<file path="src/rtl/uart_pkg.sv">
`default_nettype none
// =====================================================================
// uart_pkg: shared UART constants, tx state type and counter-width helper.
// Revision: 1.0
// =====================================================================
package uart_pkg;

  localparam int PAR_NONE = 0;
  localparam int PAR_ODD  = 1;
  localparam int PAR_EVEN = 2;

  typedef enum logic [2:0] {
    ST_IDLE   = 3'd0,
    ST_WAIT   = 3'd1,
    ST_START  = 3'd2,
    ST_DATA   = 3'd3,
    ST_PARITY = 3'd4,
    ST_STOP   = 3'd5
  } tx_state_e;

  // An oversample of 1 still needs a 1-bit counter so the vector is never zero-width.
  function automatic int tick_cnt_w(input int oversample);
    return (oversample > 1) ? $clog2(oversample) : 1;
  endfunction

endpackage
`default_nettype wire

</file>
<file path="src/rtl/uart_bit_timer.sv">
`default_nettype none
// =====================================================================
// uart_bit_timer: counts b_tick to OVERSAMPLE, pulses bit_end_o on the last.
// Revision: 1.0
// =====================================================================
module uart_bit_timer
  import uart_pkg::*;
#(
  parameter int OVERSAMPLE = 16
) (
  input  logic clk,
  input  logic reset,
  input  logic b_tick_i,
  input  logic clr_i,
  input  logic en_i,
  output logic bit_end_o
);

  localparam int            CW   = tick_cnt_w(OVERSAMPLE);
  localparam logic [CW-1:0] LAST = CW'(OVERSAMPLE - 1);

  logic [CW-1:0] cnt_q, cnt_d;
  logic          last_w;

  assign last_w    = (cnt_q == LAST);
  assign bit_end_o = en_i & b_tick_i & last_w;

  always_comb begin
    cnt_d = cnt_q;
    if (clr_i) begin
      cnt_d = '0;
    end else if (en_i && b_tick_i) begin
      cnt_d = last_w ? '0 : cnt_q + CW'(1);
    end
  end

  always_ff @(posedge clk or negedge reset) begin
    if (!reset) begin
      cnt_q <= '0;
    end else begin
      cnt_q <= cnt_d;
    end
  end

endmodule
`default_nettype wire

</file>
<file path="src/rtl/uart_tx_cfg.sv">
`default_nettype none
// =====================================================================
// uart_tx_cfg: parametrised UART transmitter (data bits, parity, stops).
// Optional UART_TX_BREAK_EN adds a brk input that holds the line low.
// Revision: 1.0
// =====================================================================
module uart_tx_cfg
  import uart_pkg::*;
#(
  parameter int DATA_BITS   = 8,
  parameter int PARITY_MODE = 0,
  parameter int STOP_BITS   = 1,
  parameter int OVERSAMPLE  = 16
) (
  input  logic                 clk,
  input  logic                 reset,
  input  logic                 b_tick,
  input  logic                 start,
  input  logic [DATA_BITS-1:0] tx_data,
`ifdef UART_TX_BREAK_EN
  input  logic                 brk,
`endif
  output logic                 tx_busy,
  output logic                 tx_done,
  output logic                 tx
);

  if (DATA_BITS < 5 || DATA_BITS > 9 || PARITY_MODE < 0 || PARITY_MODE > 2 ||
      STOP_BITS < 1 || STOP_BITS > 2 || OVERSAMPLE < 1 || OVERSAMPLE > 16) begin : g_param_check
    $fatal(1, "uart_tx_cfg: illegal parameter combination");
  end

  localparam int             BCW       = $clog2(DATA_BITS);
  localparam logic [BCW-1:0] LAST_BIT  = BCW'(DATA_BITS - 1);
  localparam logic           LAST_STOP = 1'(STOP_BITS - 1);

  tx_state_e            state_q, state_d;
  logic [DATA_BITS-1:0] shreg_q, shreg_d;
  logic [BCW-1:0]       bit_cnt_q, bit_cnt_d;
  logic                 stop_cnt_q, stop_cnt_d;
  logic                 par_q, par_d;
  logic                 tx_q, tx_d;
  logic                 busy_q, busy_d;
  logic                 done_q, done_d;
  logic                 brk_w, par_w, bit_end_w;

`ifdef UART_TX_BREAK_EN
  assign brk_w = brk;
`else
  assign brk_w = 1'b0;
`endif

  assign par_w = (PARITY_MODE == PAR_ODD) ? ~^tx_data : ^tx_data;

  // Timer is held clear in WAIT so the start bit gets a full OVERSAMPLE ticks.
  uart_bit_timer #(
    .OVERSAMPLE (OVERSAMPLE)
  ) u_bit_timer (
    .clk       (clk),
    .reset     (reset),
    .b_tick_i  (b_tick),
    .clr_i     (state_q == ST_WAIT),
    .en_i      ((state_q != ST_IDLE) && (state_q != ST_WAIT)),
    .bit_end_o (bit_end_w)
  );

  always_comb begin
    state_d    = state_q;
    shreg_d    = shreg_q;
    bit_cnt_d  = bit_cnt_q;
    stop_cnt_d = stop_cnt_q;
    par_d      = par_q;
    tx_d       = tx_q;
    busy_d     = busy_q;
    done_d     = 1'b0;
    unique case (state_q)
      ST_IDLE: begin
        tx_d   = ~brk_w;
        busy_d = brk_w;
        if (start && !brk_w) begin
          state_d = ST_WAIT;
          shreg_d = tx_data;
          par_d   = par_w;
          busy_d  = 1'b1;
          tx_d    = 1'b1;
        end
      end
      ST_WAIT: begin
        if (b_tick) begin
          state_d = ST_START;
          tx_d    = 1'b0;
        end
      end
      ST_START: begin
        if (bit_end_w) begin
          state_d   = ST_DATA;
          tx_d      = shreg_q[0];
          shreg_d   = shreg_q >> 1;
          bit_cnt_d = '0;
        end
      end
      ST_DATA: begin
        if (bit_end_w) begin
          if (bit_cnt_q == LAST_BIT) begin
            stop_cnt_d = 1'b0;
            if (PARITY_MODE != PAR_NONE) begin
              state_d = ST_PARITY;
              tx_d    = par_q;
            end else begin
              state_d = ST_STOP;
              tx_d    = 1'b1;
            end
          end else begin
            bit_cnt_d = bit_cnt_q + BCW'(1);
            tx_d      = shreg_q[0];
            shreg_d   = shreg_q >> 1;
          end
        end
      end
      ST_PARITY: begin
        if (bit_end_w) begin
          state_d    = ST_STOP;
          tx_d       = 1'b1;
          stop_cnt_d = 1'b0;
        end
      end
      ST_STOP: begin
        if (bit_end_w) begin
          if (stop_cnt_q == LAST_STOP) begin
            state_d = ST_IDLE;
            busy_d  = 1'b0;
            done_d  = 1'b1;
            tx_d    = 1'b1;
          end else begin
            stop_cnt_d = 1'b1;
          end
        end
      end
      default: begin
        state_d = ST_IDLE;
      end
    endcase
  end

  always_ff @(posedge clk or negedge reset) begin
    if (!reset) begin
      state_q    <= ST_IDLE;
      shreg_q    <= '0;
      bit_cnt_q  <= '0;
      stop_cnt_q <= 1'b0;
      par_q      <= 1'b0;
      tx_q       <= 1'b1;
      busy_q     <= 1'b0;
      done_q     <= 1'b0;
    end else begin
      state_q    <= state_d;
      shreg_q    <= shreg_d;
      bit_cnt_q  <= bit_cnt_d;
      stop_cnt_q <= stop_cnt_d;
      par_q      <= par_d;
      tx_q       <= tx_d;
      busy_q     <= busy_d;
      done_q     <= done_d;
    end
  end

  assign tx      = tx_q;
  assign tx_busy = busy_q;
  assign tx_done = done_q;

endmodule
`default_nettype wire

</file>
<file path="config.mk">
export PLATFORM = sky130hd
export DESIGN_NAME = uart_tx_cfg
export DESIGN_NICKNAME = d
export VERILOG_FILES = /design/src/rtl/uart_pkg.sv /design/src/rtl/uart_bit_timer.sv /design/src/rtl/uart_tx_cfg.sv
export SDC_FILE = /design/constraint.sdc
export NUM_CORES = 1
export LEC_CHECK = 0
export CORE_MARGIN = 2
export CORE_UTILIZATION = 45
export CTS_CLUSTER_SIZE = 10
export DETAILED_ROUTE_END_ITERATION = 16
export HOLD_SLACK_MARGIN = 0.02
export PLACE_DENSITY_LB_ADDON = 0.2
export SKIP_LAST_GASP = 1
export SYNTH_ARGS = -nofsm -noshare
export SYNTH_HDL_FRONTEND = slang
export SYNTH_SLANG_ARGS = --single-unit
</file>
<file path="constraint.sdc">
create_clock -name clk -period 5.9 [get_ports clk]
set_clock_uncertainty 0.05 [all_clocks]
set_input_delay 1.18 -clock clk [delete_from_list [all_inputs] [get_ports clk]]
set_output_delay 1.18 -clock clk [all_outputs]
set_load 0.05 [all_outputs]
</file>
==> results.md <==
* Smallest setup slack after layout at 2.92 ns
* Multiplexer share of the synthesized area at 13.5%
* Sequential-to-total area share from yosys stat at 42.5%
* Average cell area after synthesis at 10.4 um2
* Routed length per instance at 14.7 um
* Number of flip-flops and latches in the synthesized netlist at 21
* Initial standard-cell utilization of the core at 46.2%
* Clock Tree Root: sky130_fd_sc_hd__clkbuf_4
* Top achievable clock speed at 335 MHz
* Initial DRC Count at 31
* Fraction of layout instances using a drive strength above 1 at 17.8%
* Main combinational cell family by area after synthesis: simple AND/OR/NAND/NOR gates
* Largest incremental delay on the critical path at 0.70 ns
* Via-per-instance ratio at 5.66
* Final Max Tran Viols at 0
* Most frequently used flop master after synthesis: sky130_fd_sc_hd__dfrtp_1
* Compound-Gate Fraction of Synth Area at 15.6%
* # resized after CTS at 0
* Final Net Count at 145
* Wire length of the first global-routing pass at 3970 um
* Number of max-capacitance violations reported at 0
* Endpoint of the worst setup timing path: shreg_q[5]
* Simple-gate share of the synthesized area at 18.4%
* Most common cell after layout, fill and taps aside: sky130_fd_sc_hd__dfrtp_1
* Asr flop ratio synth at 100%
* Hold Slack at 0.469 ns
* Standard-cell rows at 19
* Die Span Y at 56.5 um
* Routability-driven placement congestion ratio at 0.761
* Count of yosys warnings during synthesis at 0
* Clock insertion delay at the later pin of the skew report at 0.30 ns
* Clock tree buffer depth at 2
* Reg2Reg Launch Point: state_q[1]
* Setup violation total in the final timing report at 0
* Destination of the worst register-to-register timing path: shreg_q[5]
* Total nets after synthesis at 134
* Worst slack, placed at 2.57 ns
* Area of the core region at 2690 um2
* Setup repair after global routing missed its margin: false
* Worst hold-check path type: flop to flop
* Floorplan die area at 3190 um2
* Standby leakage power at 0.582 nW
* Overall overflow remaining after global route at 0
* Accumulated negative setup slack at 0 ns
* Die span in x at 56.5 um
* Placed Instances at 156
* Chain of cells forming the critical path: clkdlybuf4s50_1, nand4_2, a221oi_4, mux2_2
* Type of destination of the critical path: flop
* Syn-to-layout area delta at 11.5%
* Number of failing hold endpoints at the final stage at 0
* DR pass1 iterations at 4
* Worst slew margin relative to its limit at 36.8%
* Hold_buf cts at 0
* Vias after detailed routing at 905
* Maximum fanout along the worst path at 11
* Power density over the cells at 393 nW/um2
* Number of filler cells placed in the layout at 251
* Arrival time at the worst endpoint at 3.12 ns
* Number of clock sinks at 21
* Slowest stage cell, crit path: sky130_fd_sc_hd__clkdlybuf4s50_1
* Critical path origin: b_tick
* Number of DRC violations after detailed routing at 0
* Post-detailed-routing wire length at 2360 um
* Setup fix buffers added after clock tree synthesis at 0
* Pin count of the biggest net entering global routing at 22
* Htree depth at 1
* Io pins at 15
* Cell depth of the worst flop-to-flop path at 3
* CTS clk-pin slew, worst paths at 0.11 ns
* Vias in the first global route at 902
* Detailed placer's ending HPWL at 1650 um
* Period Utilization, post-route at 50.6%
* Parity-gate share of the synthesized area counting xor and xnor cells at 0.706%
* Worst-case register-to-register setup slack at 3.64 ns
* Critical Path RT at 6.04 ns
* Number of flops mapped to enable cells by yosys at 0
* Critical path class: input pin to flop
* Max IR drop VDD at 0.248 mV
* Buffers plus inverters on the worst setup path at 1
* Netlist area before placement at 1240 um2
* Clock tree from TritonCTS: done
* Number of nets with antenna violations after routing at 0
* Number of antenna violations at the first check in global routing at 0
* Total CTS buffers at 3
* Number of different library cells in the post-synthesis netlist at 37
* Count of input and output buffers at 14
* Leading cell types in the layout, fill and taps excluded: sky130_fd_sc_hd__dfrtp_1 (20), sky130_fd_sc_hd__mux2_2 (14), sky130_fd_sc_hd__clkdlybuf4s50_1 (14)
* GRT Overall Usage at 15.6%
* Fraction of the mapped netlist area in adder cells at 3.03%
* Count of inserted antenna diode cells at 0
* Filler-free cell count of the finished design at 160
* Outcome: complete, no violations
* Kind of cell with the highest combined delay on the critical path: buffers and inverters
* Transition time at the pin with the least slew margin at 0.945 ns
* Kind of start point of the critical path: input pin
* Final critical delay including setup and external delays at 2.98 ns
* Mapped Cells at 119
* Crit. path cell count at 4
==> cells by family after synthesis <==
logic type / Yosys count
AO/OA/AOI/OAI: 27
XOR/XNOR: 1
adder cells (fa/ha/maj): 3
buffers and inverters: 12
flip-flops: 21
multiplexers: 15
AND/OR/NAND/NOR: 40
==> power breakdown <==
group	internal (mW)	switching (mW)
Clock	0.0263	0.0435
Combinational	0.115	0.0996
Sequential	0.195	0.0644
Total	0.336	0.208
==> metal layers <==
metal / GRT usage [%] / routed length, um / vias to the layer above / share of wire [%]
met4: 4.76 / 13 / 0 / 0.55
met5: 0 / 0 / - / 0
li1: - / - / 452 / -
met2: 25.4 / 1150 / 11 / 49
met3: 2.53 / 62 / 2 / 2.6
met1: 21.3 / 1130 / 440 / 48
==> worst min-delay path by stage <==
stage          slack [ns]       start  depth (start not counted)    endpoint
6_report             0.47  shreg_q[1]                          1  shreg_q[1]
5_1_grt              0.50  shreg_q[4]                          1  shreg_q[4]
4_1_cts              0.48  shreg_q[1]                          1  shreg_q[1]
3_5_place_dp         0.45  shreg_q[1]                          1  shreg_q[1]
3_3_place_gp         0.44  shreg_q[6]                          1  shreg_q[6]
2_1_floorplan        0.42  shreg_q[1]                          1  shreg_q[1]
==> area by class of cell <==
type	instances	area [um2]	area share (%)
repair buffers	14	140	10.1
inverters	4	15.0	1.09
flip-flops and latches	21	527	38.1
well taps	31	38.8	2.81
multi-input cells	86	636	46.0
clock buffers	4	26.3	1.90
==> metrics by stage <==
stage / area [um2] / power [mW] / util [%]
2_1_floorplan: 1240 / 0.437 / -
3_3_place_gp: 1360 / 0.468 / 50.5
3_5_place_dp: 1360 / 0.477 / 50.5
4_1_cts: 1380 / 0.547 / 51.5
5_1_grt: 1380 / 0.586 / 51.5
6_report: 1380 / 0.544 / 51.5
==> cells in the mapped netlist, types with 4 or more instances <==
| master | number | share of area [%] |
|---|---|---|
| sky130_fd_sc_hd__a21oi_1 | 7 | 2.8 |
| sky130_fd_sc_hd__clkbuf_1 | 4 | 1.2 |
| sky130_fd_sc_hd__dfrtp_1 | 20 | 40 |
| sky130_fd_sc_hd__inv_1 | 4 | 1.2 |
| sky130_fd_sc_hd__mux2_2 | 14 | 13 |
| sky130_fd_sc_hd__nand2_1 | 9 | 2.7 |
| sky130_fd_sc_hd__nand3_1 | 9 | 3.6 |
| sky130_fd_sc_hd__nor2b_1 | 4 | 2.0 |
| sky130_fd_sc_hd__o21ai_0 | 9 | 3.6 |
==> state kept, by name (all words and copies together), names as in the netlist <==
signal and cells:
tx_done 1, tx_busy 1, u_bit_timer.cnt_q 4, bit_cnt_q 3
state_q 3, shreg_q 8, tx 1
No activity file was read; power rests on OpenSTA's default activity.
